$ cat src/rtl/multicycle_control.sv
// Multicycle MIPS control unit.
// Moore FSM that sequences the shared datapath (ALU, register file, unified
// memory, PC) one step per cycle. Memory-facing states stall on mem_ready,
// and a watchdog traps when memory stops answering.
//
// Handshake: a memory request (MemRead/MemWrite) is held high and steady from
// the first cycle of a FETCH/MEM_READ/MEM_WRITE state until the cycle in which
// mem_ready=1; that cycle completes the transfer and the FSM advances on the
// following edge. mem_ready is ignored in every other state.
module multicycle_control #(
    parameter int TIMEOUT_CYCLES = 255,
    parameter int TO_W           = 8
) (
    input  logic       clk,
    input  logic       rst,
    input  logic [5:0] opcode,
    input  logic       zero,
    input  logic       mem_ready,
    output logic       PCWrite,
    output logic       PCWriteCond,
    output logic       IorD,
    output logic       MemRead,
    output logic       MemWrite,
    output logic       IRWrite,
    output logic       MemtoReg,
    output logic       RegDst,
    output logic       RegWrite,
    output logic       ALUSrcA,
    output logic [1:0] ALUSrcB,
    output logic [1:0] ALUOp,
    output logic [1:0] PCSource,
    output logic [3:0] state,
    output logic       trap,
    output logic [1:0] trap_cause
);

    typedef enum logic [3:0] {
        FETCH     = 4'd0,
        DECODE    = 4'd1,
        MEM_ADDR  = 4'd2,
        MEM_READ  = 4'd3,
        MEM_WB    = 4'd4,
        MEM_WRITE = 4'd5,
        R_EXEC    = 4'd6,
        R_WB      = 4'd7,
        BRANCH    = 4'd8,
        JUMP      = 4'd9,
        ADDI_EXEC = 4'd10,
        ADDI_WB   = 4'd11,
        TRAP      = 4'd12
    } state_t;

    localparam logic [TO_W-1:0] TO_LIMIT = TO_W'(TIMEOUT_CYCLES);

    state_t          state_q;
    logic [TO_W-1:0] wd_q;
    logic [1:0]      cause_q;
    logic            wait_state;
    logic            wd_trip;

    // The branch decision (PCWriteCond & zero) is formed in the datapath's PC
    // enable; the flag stays on this port so the interface matches the datapath.
    logic unused_zero;
    assign unused_zero = zero;

    assign state      = state_q;
    assign wait_state = (state_q == FETCH) || (state_q == MEM_READ) || (state_q == MEM_WRITE);
    // Trip only while still waiting: a completion in the limit cycle wins.
    assign wd_trip    = (TIMEOUT_CYCLES != 0) && wait_state && !mem_ready && (wd_q == TO_LIMIT);

    // State sequencing, stall watchdog and sticky trap cause.
    always_ff @(posedge clk) begin
        if (!rst) begin
            state_q <= FETCH;
            wd_q    <= '0;
            cause_q <= 2'b00;
        end else begin
            if (wait_state && !mem_ready && !wd_trip) begin
                wd_q <= wd_q + 1'b1;
            end else begin
                wd_q <= '0;
            end

            if (wd_trip) begin
                state_q <= TRAP;
                cause_q <= 2'b10;
            end else begin
                case (state_q)
                    FETCH:     if (mem_ready) state_q <= DECODE;
                    DECODE: begin
                        case (opcode)
                            6'h00:        state_q <= R_EXEC;
                            6'h23, 6'h2B: state_q <= MEM_ADDR;
                            6'h04:        state_q <= BRANCH;
                            6'h02:        state_q <= JUMP;
                            6'h08:        state_q <= ADDI_EXEC;
                            default: begin
                                state_q <= TRAP;
                                cause_q <= 2'b01;
                            end
                        endcase
                    end
                    MEM_ADDR:  state_q <= (opcode == 6'h23) ? MEM_READ : MEM_WRITE;
                    MEM_READ:  if (mem_ready) state_q <= MEM_WB;
                    MEM_WB:    state_q <= FETCH;
                    MEM_WRITE: if (mem_ready) state_q <= FETCH;
                    R_EXEC:    state_q <= R_WB;
                    R_WB:      state_q <= FETCH;
                    BRANCH:    state_q <= FETCH;
                    JUMP:      state_q <= FETCH;
                    ADDI_EXEC: state_q <= ADDI_WB;
                    ADDI_WB:   state_q <= FETCH;
                    TRAP:      state_q <= TRAP;
                    default: begin
                        // Codes 13-15 are unreachable encodings; treat as illegal.
                        state_q <= TRAP;
                        cause_q <= 2'b01;
                    end
                endcase
            end
        end
    end

    // Per-state strobes and selects; everything is held at 0 while in reset.
    always_comb begin
        PCWrite     = 1'b0;
        PCWriteCond = 1'b0;
        IorD        = 1'b0;
        MemRead     = 1'b0;
        MemWrite    = 1'b0;
        IRWrite     = 1'b0;
        MemtoReg    = 1'b0;
        RegDst      = 1'b0;
        RegWrite    = 1'b0;
        ALUSrcA     = 1'b0;
        ALUSrcB     = 2'b00;
        ALUOp       = 2'b00;
        PCSource    = 2'b00;
        trap        = 1'b0;
        trap_cause  = 2'b00;
        case (state_q)
            FETCH: begin
                MemRead = !wd_trip;
                ALUSrcB = 2'b01;
                IRWrite = mem_ready;
                PCWrite = mem_ready;
            end
            DECODE:    ALUSrcB = 2'b11;
            MEM_ADDR: begin
                ALUSrcA = 1'b1;
                ALUSrcB = 2'b10;
            end
            MEM_READ: begin
                MemRead = !wd_trip;
                IorD    = 1'b1;
            end
            MEM_WB: begin
                RegWrite = 1'b1;
                MemtoReg = 1'b1;
            end
            MEM_WRITE: begin
                MemWrite = !wd_trip;
                IorD     = 1'b1;
            end
            R_EXEC: begin
                ALUSrcA = 1'b1;
                ALUOp   = 2'b10;
            end
            R_WB: begin
                RegWrite = 1'b1;
                RegDst   = 1'b1;
            end
            BRANCH: begin
                ALUSrcA     = 1'b1;
                ALUOp       = 2'b01;
                PCWriteCond = 1'b1;
                PCSource    = 2'b01;
            end
            JUMP: begin
                PCWrite  = 1'b1;
                PCSource = 2'b10;
            end
            ADDI_EXEC: begin
                ALUSrcA = 1'b1;
                ALUSrcB = 2'b10;
            end
            ADDI_WB:   RegWrite = 1'b1;
            TRAP:      trap = 1'b1;
            default:   ;
        endcase
        trap_cause = cause_q;
        if (!rst) begin
            PCWrite     = 1'b0;
            PCWriteCond = 1'b0;
            IorD        = 1'b0;
            MemRead     = 1'b0;
            MemWrite    = 1'b0;
            IRWrite     = 1'b0;
            MemtoReg    = 1'b0;
            RegDst      = 1'b0;
            RegWrite    = 1'b0;
            ALUSrcA     = 1'b0;
            ALUSrcB     = 2'b00;
            ALUOp       = 2'b00;
            PCSource    = 2'b00;
            trap        = 1'b0;
            trap_cause  = 2'b00;
        end
    end

endmodule

$ cat config.mk
export PLATFORM = sky130hd
export DESIGN_NAME = multicycle_control
export DESIGN_NICKNAME = d
export VERILOG_FILES = /design/src/rtl/multicycle_control.sv
export SDC_FILE = /design/constraint.sdc
export NUM_CORES = 1
export LEC_CHECK = 0
export ABC_AREA = 0
export CORE_MARGIN = 2
export CORE_UTILIZATION = 51
export DETAILED_ROUTE_END_ITERATION = 7
export PLACE_DENSITY = 0.86
export SETUP_SLACK_MARGIN = 0.02
export SYNTH_ARGS = -nofsm -noshare
export SYNTH_HDL_FRONTEND = slang
export SYNTH_SLANG_ARGS = --single-unit
$ cat constraint.sdc
create_clock -name clk -period 4.15 [get_ports clk]
set_clock_uncertainty 0.2 [all_clocks]
set_input_delay 0.6225 -clock clk [delete_from_list [all_inputs] [get_ports clk]]
set_output_delay 0.6225 -clock clk [all_outputs]
set_load 0.005 [all_outputs]
==> impl_metrics.toml <==
[clock_tree]
cts_root_buffer = "clkbuf_4"
clock-sinks = 14
clk_latency_ns = 0.27
hold_buffers = 0
cts_tree = "yes"
cts.repair.resized = 0
cts_buffers = 3
path_clk_slew_ns = 0.08
cts_htree_levels = 1
cts_setup_buffers = 0
cts_buffer_depth = 2

[layout]
drive_gt1_frac = 0.09195
area_growth_pct = 25.85
post-route-util = 0.6756
fin_nets = 186
antenna_cells = 0
nFillCells = 172
instances_no_fill = 202

[sta]
relSlewSlack = 0.5102
setup_tns_ns = 0
min_period_ns = 3.473
final-setup-viol-count = 0
worst_slew_pin_slew_ns = 0.7337
rsz0062_at_grt = "false"
fmax_mhz = 287.9
hold_viol = 0
finalCritPeriodShare = 0.8370
finalMaxSlewViolations = 0

[synth]
ys_seq_area_frac = 0.2383
synth_top_flop_cell = "dfxtp_1"
syn_nets = 165
synth-edff-count = 0
async_flop_share = 0
ys_ff_latch = 14
synth_cell_types = 52
netlist_instances = 154
netlist_area_sq_um = 1176
synth_area_per_cell_sq_um = 7.637
synth_warnings = 0

[worst_setup_path]
arrival_ns = 2.65
worst_setup_path_end_kind = "output port"
crit_top_cell = "clkdlybuf4s50_1"
crit_path_max_fanout = 9
start_kind = "primary input"
critPathSlowestCell = "clkdlybuf4s50_1"
crit_chain = "clkdlybuf4s50_1 -> or3_1 -> a2bb2oi_2 -> o21ai_2 -> nor3_1 -> clkdlybuf4s50_1"
crit_family = "buffers and inverters"
slowest_delay_ns = 0.57
cp.buffers_inverters = 2
crit_required_ns = 3.33
crit_type = "in -> out"
crit_start = "mem_ready"
worstReg2RegStart = "state[2]$_SDFFE_PN0P_"

[power_and_ir_drop]
irDropWorstVdd_mv = 0.1353
p_per_area_nw_per_um2 = 300.9
p_leak_nw = 0.4978

[placement]
port_buffers = 31
dpl.cell_count = 198
hpwl_microns = 2019
finalWeightedCongestion = 0.7994

[drt]
route.met3.wl_microns = 106
route.met2.wl_microns = 1312
routedWlPerCell_microns = 13.26
via_per_inst = 5.728
wl_met1_microns = 1253
dr_total_vias = 1157
top_layer = "met4"
wl_microns = 2678
drt_iter0_markers = 10
drtPass1Iterations = 4
drc = 0
ant_nets = 0

[hold_path]
hold_path.class = "reg -> reg"
hp-start = "wd_q[0]$_SDFF_PN0_"

[global_route]
grt_pass1_wl_microns = 4485
grt_usage = 0.2126
overflow = 0
grt_pass1_vias = 1060
grt_max_degree = 24
antenna_found_initial = 0

[floorplanning]
die_h_microns = 52.02
ios = 33
start_util = 0.5368
die_w_microns = 52.02
core_area_sq_um = 2191
num_rows = 17
die-area_sq_um = 2706

[status]
status = "finished, final reports clean"

[run]
drv_cap = 0
where the power goes:
part | leakage, nW | internal (mW) | switching [mW]
logic | 0.363 | 0.0956 | 0.0726
registers | 0.114 | 0.144 | 0.0372
clock network | 0.0210 | 0.0533 | 0.0428
total | 0.498 | 0.293 | 0.153
stage by stage:
| stage | power, mW | hold WS (ns) | setup slack (ns) | area, sq um |
|---|---|---|---|---|
| CTS | 0.4462 | 0.2663 | 0.6859 | 1480 |
| floorplan | 0.2890 | 0.2261 | 1.771 | 1176 |
| global placement | 0.3459 | 0.2400 | 0.7043 | 1444 |
| detailed placement | 0.3515 | 0.2458 | 0.6867 | 1444 |
| finish | 0.4453 | 0.2613 | 0.6765 | 1480 |
| global route | 0.4758 | 0.2822 | 0.5263 | 1480 |
layer usage:
| layer | track usage | vias up |
|---|---|---|
| li1 | - | 591 |
| met2 | 0.3755 | 31 |
| met3 | 0.008621 | 2 |
| met1 | 0.2819 | 533 |
| met5 | 0 | - |
| met4 | 0.05263 | 0 |
layout make-up:
class / instances / area [sq um] / area share
multi-input cells: 120 / 799.5 / 0.5402
repair buffers: 31 / 310.3 / 0.2096
flip-flops and latches: 14 / 280.3 / 0.1893
clock buffers: 4 / 36.28 / 0.02451
well taps: 28 / 35.03 / 0.02367
inverters: 5 / 18.77 / 0.01268
logic make-up after synthesis:
family                   count (synthesis)  synth area share
multiplexers                             1           0.01276
adder cells (fa/ha/maj)                  1           0.01064
AND/OR/NAND/NOR                         77            0.3809
XOR/XNOR                                 9           0.06702
buffers and inverters                   20           0.08190
flip-flops                              14            0.2383
AO/OA/AOI/OAI                           32            0.2085
worst reg2reg max path, stage by stage, from the launching register on:
cell     delay (ns)
dfxtp_1        0.80
inv_1          0.27
nor2_1         0.24
o21ai_0        0.16
a32o_1         0.30
state kept, by name, summed over array words and instances (netlist names):
register	cells
cause_q	2
state	4
wd_q	8
worst paths after layout:
| kind | to | slack, ns | cells past startpoint |
|---|---|---|---|
| worst max-delay path | MemWrite | 0.68 | 6 |
| worst min-delay path | wd_q[0]$_SDFF_PN0_ | 0.26 | 1 |
| worst max register to register | cause_q[1]$_SDFFE_PN0P_ | 2.07 | 4 |
| worst min register to register | wd_q[0]$_SDFF_PN0_ | 0.26 | 1 |
cell usage after synthesis (5+ instances only):
cell type | instances | share of area
nor3_1 | 6 | 0.026
o21ai_0 | 7 | 0.030
nand3_1 | 6 | 0.026
buf_2 | 7 | 0.030
nor3b_1 | 5 | 0.032
xnor2_1 | 5 | 0.037
dfxtp_1 | 14 | 0.24
nand2_1 | 8 | 0.026
nand2b_1 | 6 | 0.032
inv_1 | 5 | 0.016
nor2_1 | 18 | 0.057
placed cells by master, fill, tap and decap left out, drive strengths merged, types with 5 or more instances in the layout:
master / synthesis / final
nor3b: 5 / 5
nor3: 6 / 6
o21ai: 8 / 8
clkdlybuf4s50: 0 / 31
inv: 5 / 5
xnor2: 5 / 5
nand3: 8 / 8
nand2b: 6 / 6
nor2: 18 / 18
dfxtp: 14 / 14
nand2: 8 / 8
Power figures use the tool's default switching activity.
